**config.mk**
```make
export PLATFORM = sky130hd
export DESIGN_NAME = armleocpu_decode_queue
export DESIGN_NICKNAME = d
export VERILOG_FILES = /design/src/rtl/armleocpu_decode_queue.sv
export SDC_FILE = /design/constraint.sdc
export NUM_CORES = 1
export LEC_CHECK = 0
export CORE_MARGIN = 2
export CORE_UTILIZATION = 25
export CTS_CLUSTER_SIZE = 40
export DETAILED_ROUTE_END_ITERATION = 8
export PLACE_DENSITY = 0.49
export SETUP_SLACK_MARGIN = 0.02
export SYNTH_ARGS = -nofsm -noshare
export SYNTH_HDL_FRONTEND = slang
export SYNTH_SLANG_ARGS = --single-unit
```
**constraint.sdc**
```tcl
create_clock -name clk -period 4.1 [get_ports clk]
set_input_delay 0.41 -clock clk [delete_from_list [all_inputs] [get_ports clk]]
set_output_delay 0.41 -clock clk [all_outputs]
set_load 0.05 [all_outputs]
```
**src/rtl/armleocpu_decode_queue.sv**
```systemverilog
// rtl/armleocpu_decode_queue.sv - decode queue between fetch and execute
// In-order instruction buffer with per-entry register-read pre-decode and redirect forwarding.
module armleocpu_decode_queue #(
   parameter int DEPTH      = 2,
   parameter int REG_ADDR_W = 5
) (
   input  logic                         clk,
   input  logic                         rst_n,
   input  logic                         f2d_instr_valid,
   input  logic [31:0]                  f2d_instr,
   input  logic [31:0]                  f2d_pc,
   input  logic [1:0]                   f2d_fetch_error,
   output logic                         d2f_ready,
   output logic [1:0]                   d2f_cmd,
   output logic [31:0]                  d2f_branchtarget,
   output logic                         d2e_valid,
   output logic [31:0]                  d2e_instr,
   output logic [31:0]                  d2e_pc,
   output logic [1:0]                   d2e_fetch_error,
   output logic                         d2e_rs1_read,
   output logic                         d2e_rs2_read,
   output logic [REG_ADDR_W-1:0]        d2e_rs1_addr,
   output logic [REG_ADDR_W-1:0]        d2e_rs2_addr,
   input  logic                         e2d_ready,
   input  logic [1:0]                   e2d_cmd,
   input  logic [31:0]                  e2d_branchtarget,
   output logic [$clog2(DEPTH+1)-1:0]   d2e_count
);

   localparam int PTR_W = $clog2(DEPTH);
   localparam int CNT_W = $clog2(DEPTH+1);
   localparam logic [CNT_W-1:0] FULL = CNT_W'(DEPTH);
   localparam logic [1:0] CMD_NONE   = 2'd0;
   localparam logic [1:0] CMD_BRANCH = 2'd1;
   localparam logic [1:0] CMD_FLUSH  = 2'd2;

   typedef enum logic {ST_RUN, ST_REDIRECT} state_t;

   state_t             state_q, state_d;
   logic [PTR_W-1:0]   rd_ptr_q, rd_ptr_d;
   logic [PTR_W-1:0]   wr_ptr_q, wr_ptr_d;
   logic [CNT_W-1:0]   count_q, count_d;
   logic [1:0]         cmd_q, cmd_d;
   logic [31:0]        target_q, target_d;

   logic [31:0]        instr_q [DEPTH];
   logic [31:0]        pc_q    [DEPTH];
   logic [1:0]         err_q   [DEPTH];
   logic               rs1_rd_q[DEPTH];
   logic               rs2_rd_q[DEPTH];

   logic               redirect_req;
   logic               push;
   logic               pop;
   logic               dec_rs1;
   logic               dec_rs2;

   // Reserved command encoding 3 is deliberately not a redirect.
   assign redirect_req = (state_q == ST_RUN) &&
                         ((e2d_cmd == CMD_BRANCH) || (e2d_cmd == CMD_FLUSH));
   assign d2f_ready    = (state_q == ST_RUN) && (count_q != FULL) && !redirect_req;
   assign d2e_valid    = (state_q == ST_RUN) && (count_q != '0);
   assign push         = f2d_instr_valid && d2f_ready;
   assign pop          = d2e_valid && e2d_ready;

   always_comb begin
      dec_rs1 = 1'b0;
      dec_rs2 = 1'b0;
      case (f2d_instr[6:0])
         7'b1100111: dec_rs1 = 1'b1;
         7'b1100011: begin dec_rs1 = 1'b1; dec_rs2 = 1'b1; end
         7'b0000011: dec_rs1 = 1'b1;
         7'b0100011: begin dec_rs1 = 1'b1; dec_rs2 = 1'b1; end
         7'b0010011: dec_rs1 = 1'b1;
         7'b0110011: begin dec_rs1 = 1'b1; dec_rs2 = 1'b1; end
         7'b0101111: begin dec_rs1 = 1'b1; dec_rs2 = 1'b1; end
         7'b1110011: dec_rs1 = (f2d_instr[14:12] == 3'd1) || (f2d_instr[14:12] == 3'd2) ||
                               (f2d_instr[14:12] == 3'd3);
         default: ;
      endcase
      if (f2d_fetch_error != 2'd0) begin
         dec_rs1 = 1'b0;
         dec_rs2 = 1'b0;
      end
   end

   always_comb begin
      state_d  = state_q;
      rd_ptr_d = rd_ptr_q;
      wr_ptr_d = wr_ptr_q;
      count_d  = count_q;
      cmd_d    = cmd_q;
      target_d = target_q;
      if (state_q == ST_REDIRECT) begin
         cmd_d   = CMD_NONE;
         state_d = ST_RUN;
      end else if (redirect_req) begin
         rd_ptr_d = '0;
         wr_ptr_d = '0;
         count_d  = '0;
         cmd_d    = e2d_cmd;
         target_d = e2d_branchtarget;
         state_d  = ST_REDIRECT;
      end else begin
         if (push) wr_ptr_d = wr_ptr_q + PTR_W'(1);
         if (pop)  rd_ptr_d = rd_ptr_q + PTR_W'(1);
         if (push && !pop)      count_d = count_q + CNT_W'(1);
         else if (pop && !push) count_d = count_q - CNT_W'(1);
      end
   end

   always_ff @(posedge clk or negedge rst_n) begin
      if (!rst_n) begin
         state_q  <= ST_RUN;
         rd_ptr_q <= '0;
         wr_ptr_q <= '0;
         count_q  <= '0;
         cmd_q    <= CMD_NONE;
         target_q <= '0;
      end else begin
         state_q  <= state_d;
         rd_ptr_q <= rd_ptr_d;
         wr_ptr_q <= wr_ptr_d;
         count_q  <= count_d;
         cmd_q    <= cmd_d;
         target_q <= target_d;
      end
   end

   // Payload storage needs no reset: it is only observed behind d2e_valid.
   always_ff @(posedge clk) begin
      if (push) begin
         instr_q[wr_ptr_q]  <= f2d_instr;
         pc_q[wr_ptr_q]     <= f2d_pc;
         err_q[wr_ptr_q]    <= f2d_fetch_error;
         rs1_rd_q[wr_ptr_q] <= dec_rs1;
         rs2_rd_q[wr_ptr_q] <= dec_rs2;
      end
   end

   assign d2f_cmd          = cmd_q;
   assign d2f_branchtarget = target_q;
   assign d2e_instr        = instr_q[rd_ptr_q];
   assign d2e_pc           = pc_q[rd_ptr_q];
   assign d2e_fetch_error  = err_q[rd_ptr_q];
   assign d2e_rs1_read     = rs1_rd_q[rd_ptr_q];
   assign d2e_rs2_read     = rs2_rd_q[rd_ptr_q];
   assign d2e_rs1_addr     = REG_ADDR_W'(d2e_instr[19:15]);
   assign d2e_rs2_addr     = REG_ADDR_W'(d2e_instr[24:20]);
   assign d2e_count        = count_q;

endmodule

```
==> results.json <==
{
  "status": "complete, no violations",
  "synth_area_leader_cell": "edfxtp_1",
  "ys_seq_area_share_pct": 74.6,
  "drive_above_1_share_pct": 24.5,
  "cts.htree.levels": 4,
  "synthAdderAreaFrac_pct": 0,
  "core_um2": 26800,
  "synthXorXnorAreaFrac_pct": 0.240,
  "final_cell_mix": "clkdlybuf4s50_1 (218), edfxtp_1 (136), mux2_2 (71)",
  "route.vias.total": 3778,
  "cap_violations": 0,
  "ys.flop_type": "edfxtp_1",
  "firstDrtPassIters": 6,
  "synth_area_um2": 6780,
  "drt_iter0_drc": 145,
  "critPathRequiredTime_ns": 3.69,
  "finalHoldViolations": 0,
  "grt_usage_pct": 10.9,
  "grt_pass1_wl_mm": 23.5,
  "dpl_cell_area_um2": 9270,
  "gp_congestion": 0.716,
  "finalPower_mw": 5.73,
  "postCtsHoldBufs": 0,
  "netlist_instances": 349,
  "synth-edff-count": 136,
  "cts_setup_buffers": 0,
  "arrival_ns": 2.67,
  "postRouteAntennaNets": 0,
  "setup_violations": 0,
  "crit_path_cell_trace": "mux2_2, clkdlybuf4s50_1",
  "power_density_nw_per_um2": 581,
  "die_x_um": 169,
  "vias_per_cell": 4.11,
  "slowest_delay_ns": 1.05,
  "synth_nets": 453,
  "io_pins": 220,
  "cts_tree": "yes",
  "clk_pin_slew_ns": 0.07,
  "ys_types": 33,
  "critPathTopFamily": "flip-flops",
  "report.final.slew_viol_count": 0,
  "yosysWarnings": 0,
  "cts_buffer_depth": 2,
  "port_buffers": 219,
  "slowest_stage": "dfrtp_4",
  "irDropWorstVdd_v": 0.000245,
  "syn_to_final_growth_pct": 45.4,
  "synthMuxAreaShare_pct": 18.5,
  "finalNetCount": 670,
  "slew-limit-headroom_pct": 29.5,
  "hp-class": "in -> async",
  "startpoint_type": "flop",
  "finClkSkew_ns": 0.00795,
  "synth_top_area_share_pct": 60.2,
  "min_period_ns": 3.08,
  "std_cell_rows": 60,
  "synth_top_family_by_area": "multiplexers",
  "endpoint_kind": "primary output",
  "clkLatencyLatePin_ns": 0.42,
  "yosys.area_share.simple_pct": 2.05,
  "fmax_mhz": 324,
  "grt_setup_unrepaired": "no",
  "cp_num_buf_inv": 1,
  "grt-ovfl-total": 0,
  "synth.area.top_cells": "edfxtp_1 (60%), dfrtp_1 (14%), mux2_2 (12%)",
  "ys_ff_latch": 175,
  "timing.final.ws_setup_ns": 1.02,
  "first_global_vias": 4235,
  "avgSynthCellArea_um2": 19.4,
  "tns_ns": 0,
  "numCtsBuffers": 17,
  "layout_commonest_cell": "clkdlybuf4s50_1",
  "criticalPathCategory": "reg -> out",
  "leakage_nw": 3.49,
  "place.detailed.hpwl_mm": 10.2,
  "dieArea_um2": 28500,
  "initial_core_util_pct": 25.3,
  "async_reset_ff_share_pct": 22.3,
  "grt_antenna_before_repair": 0,
  "synth_compound_area_share_pct": 1.62,
  "r2r_setup_slack_ns": 1.74,
  "dp_slack_ns": 1.21,
  "grt_max_degree": 71,
  "path_max_fanout": 70,
  "finalWirelength_mm": 15.3,
  "drcViolationCount": 0,
  "wl_per_cell_um": 16.7,
  "worst_pin_slew_ns": 1.06,
  "antenna_cells": 0,
  "cts_resized": 0,
  "clock_tree.root_cell": "clkbuf_16",
  "period_share_pct": 75.2,
  "die_y_um": 169,
  "clock-sinks": 175,
  "final_area_um2": 9860
}
-- synth_stat cells, types with 2 or more instances --
| library cell | count |
|---|---|
| inv_1 | 4 |
| mux2i_1 | 2 |
| nand2_1 | 3 |
| dfrtp_1 | 39 |
| edfxtp_1 | 136 |
| nor2_1 | 9 |
| o21ai_0 | 5 |
| nand2b_1 | 2 |
| buf_12 | 3 |
| clkbuf_1 | 3 |
| or2_2 | 2 |
| mux2_2 | 71 |
| nor3_1 | 3 |
| a21oi_1 | 6 |
| buf_4 | 10 |
| mux2_4 | 29 |
| buf_2 | 6 |
-- per-stage QoR --
step	hold WS (ns)	util, %	std cells
final	0.108	36.8	920
after global routing	0.160	36.8	920
after CTS	0.133	36.8	920
after detailed placement	0.492	34.6	888
after global placement	0.495	34.6	888
after floorplan	0.114	-	349
-- final cells by class --
cell class                 instances  area [um^2]
clock buffer                      17          425
tap                              341          427
timing repair buffer             221         2230
sequential                       175         5060
inverter                           4         15.0
multi-input combinational        147         1530
fill                            2517        16900
clock inverter                    15          173
-- kinds of logic (layout without fill, tap and decap cells) --
kind of cell / Yosys count / count (layout)
flops: 175 / 175
mux: 102 / 102
buf+inv: 27 / 257
simple gates: 26 / 26
compound gates: 18 / 18
xor+xnor: 1 / 1
-- path summary, 6_finish.rpt --
check                                      from              endpoint  cells past startpoint
max                                    rd_ptr_q          d2e_instr[6]                      2
min                                       rst_n   d2f_branchtarget[6]                      1
max reg2reg                        d2e_count[1]         instr_q[0][0]                      5
min reg2reg                d2f_branchtarget[23]  d2f_branchtarget[23]                      1
max in group asynchronous                 rst_n              rd_ptr_q                      1
min in group clk           d2f_branchtarget[23]  d2f_branchtarget[23]                      1
-- state kept, by name (all words and copies together), names as in the netlist --
register	flops
pc_q	64
instr_q	64
rs1_rd_q	2
state_q	1
d2f_branchtarget	32
d2f_cmd	2
wr_ptr_q	1
d2e_count	2
rd_ptr_q	1
err_q	4
rs2_rd_q	2
-- where the power goes --
part / internal (mW) / switching [mW] / total, mW
clock: 0.923 / 0.732 / 1.65
combinational: 0.719 / 1.10 / 1.82
sequential: 2.11 / 0.145 / 2.26
total: 3.75 / 1.98 / 5.73
-- routing by layer --
metal | global-route usage (%) | part of all wire [%] | vias to the layer above | wire [um]
met3 | 5.45 | 9.9 | 8 | 1520
met1 | 13.5 | 43 | 1870 | 6570
met2 | 16.8 | 46 | 152 | 7100
met4 | 3.04 | 0.86 | 0 | 131
li1 | - | - | 1748 | -
met5 | 0 | 0 | - | 0
Power figures use the tool's default switching activity.
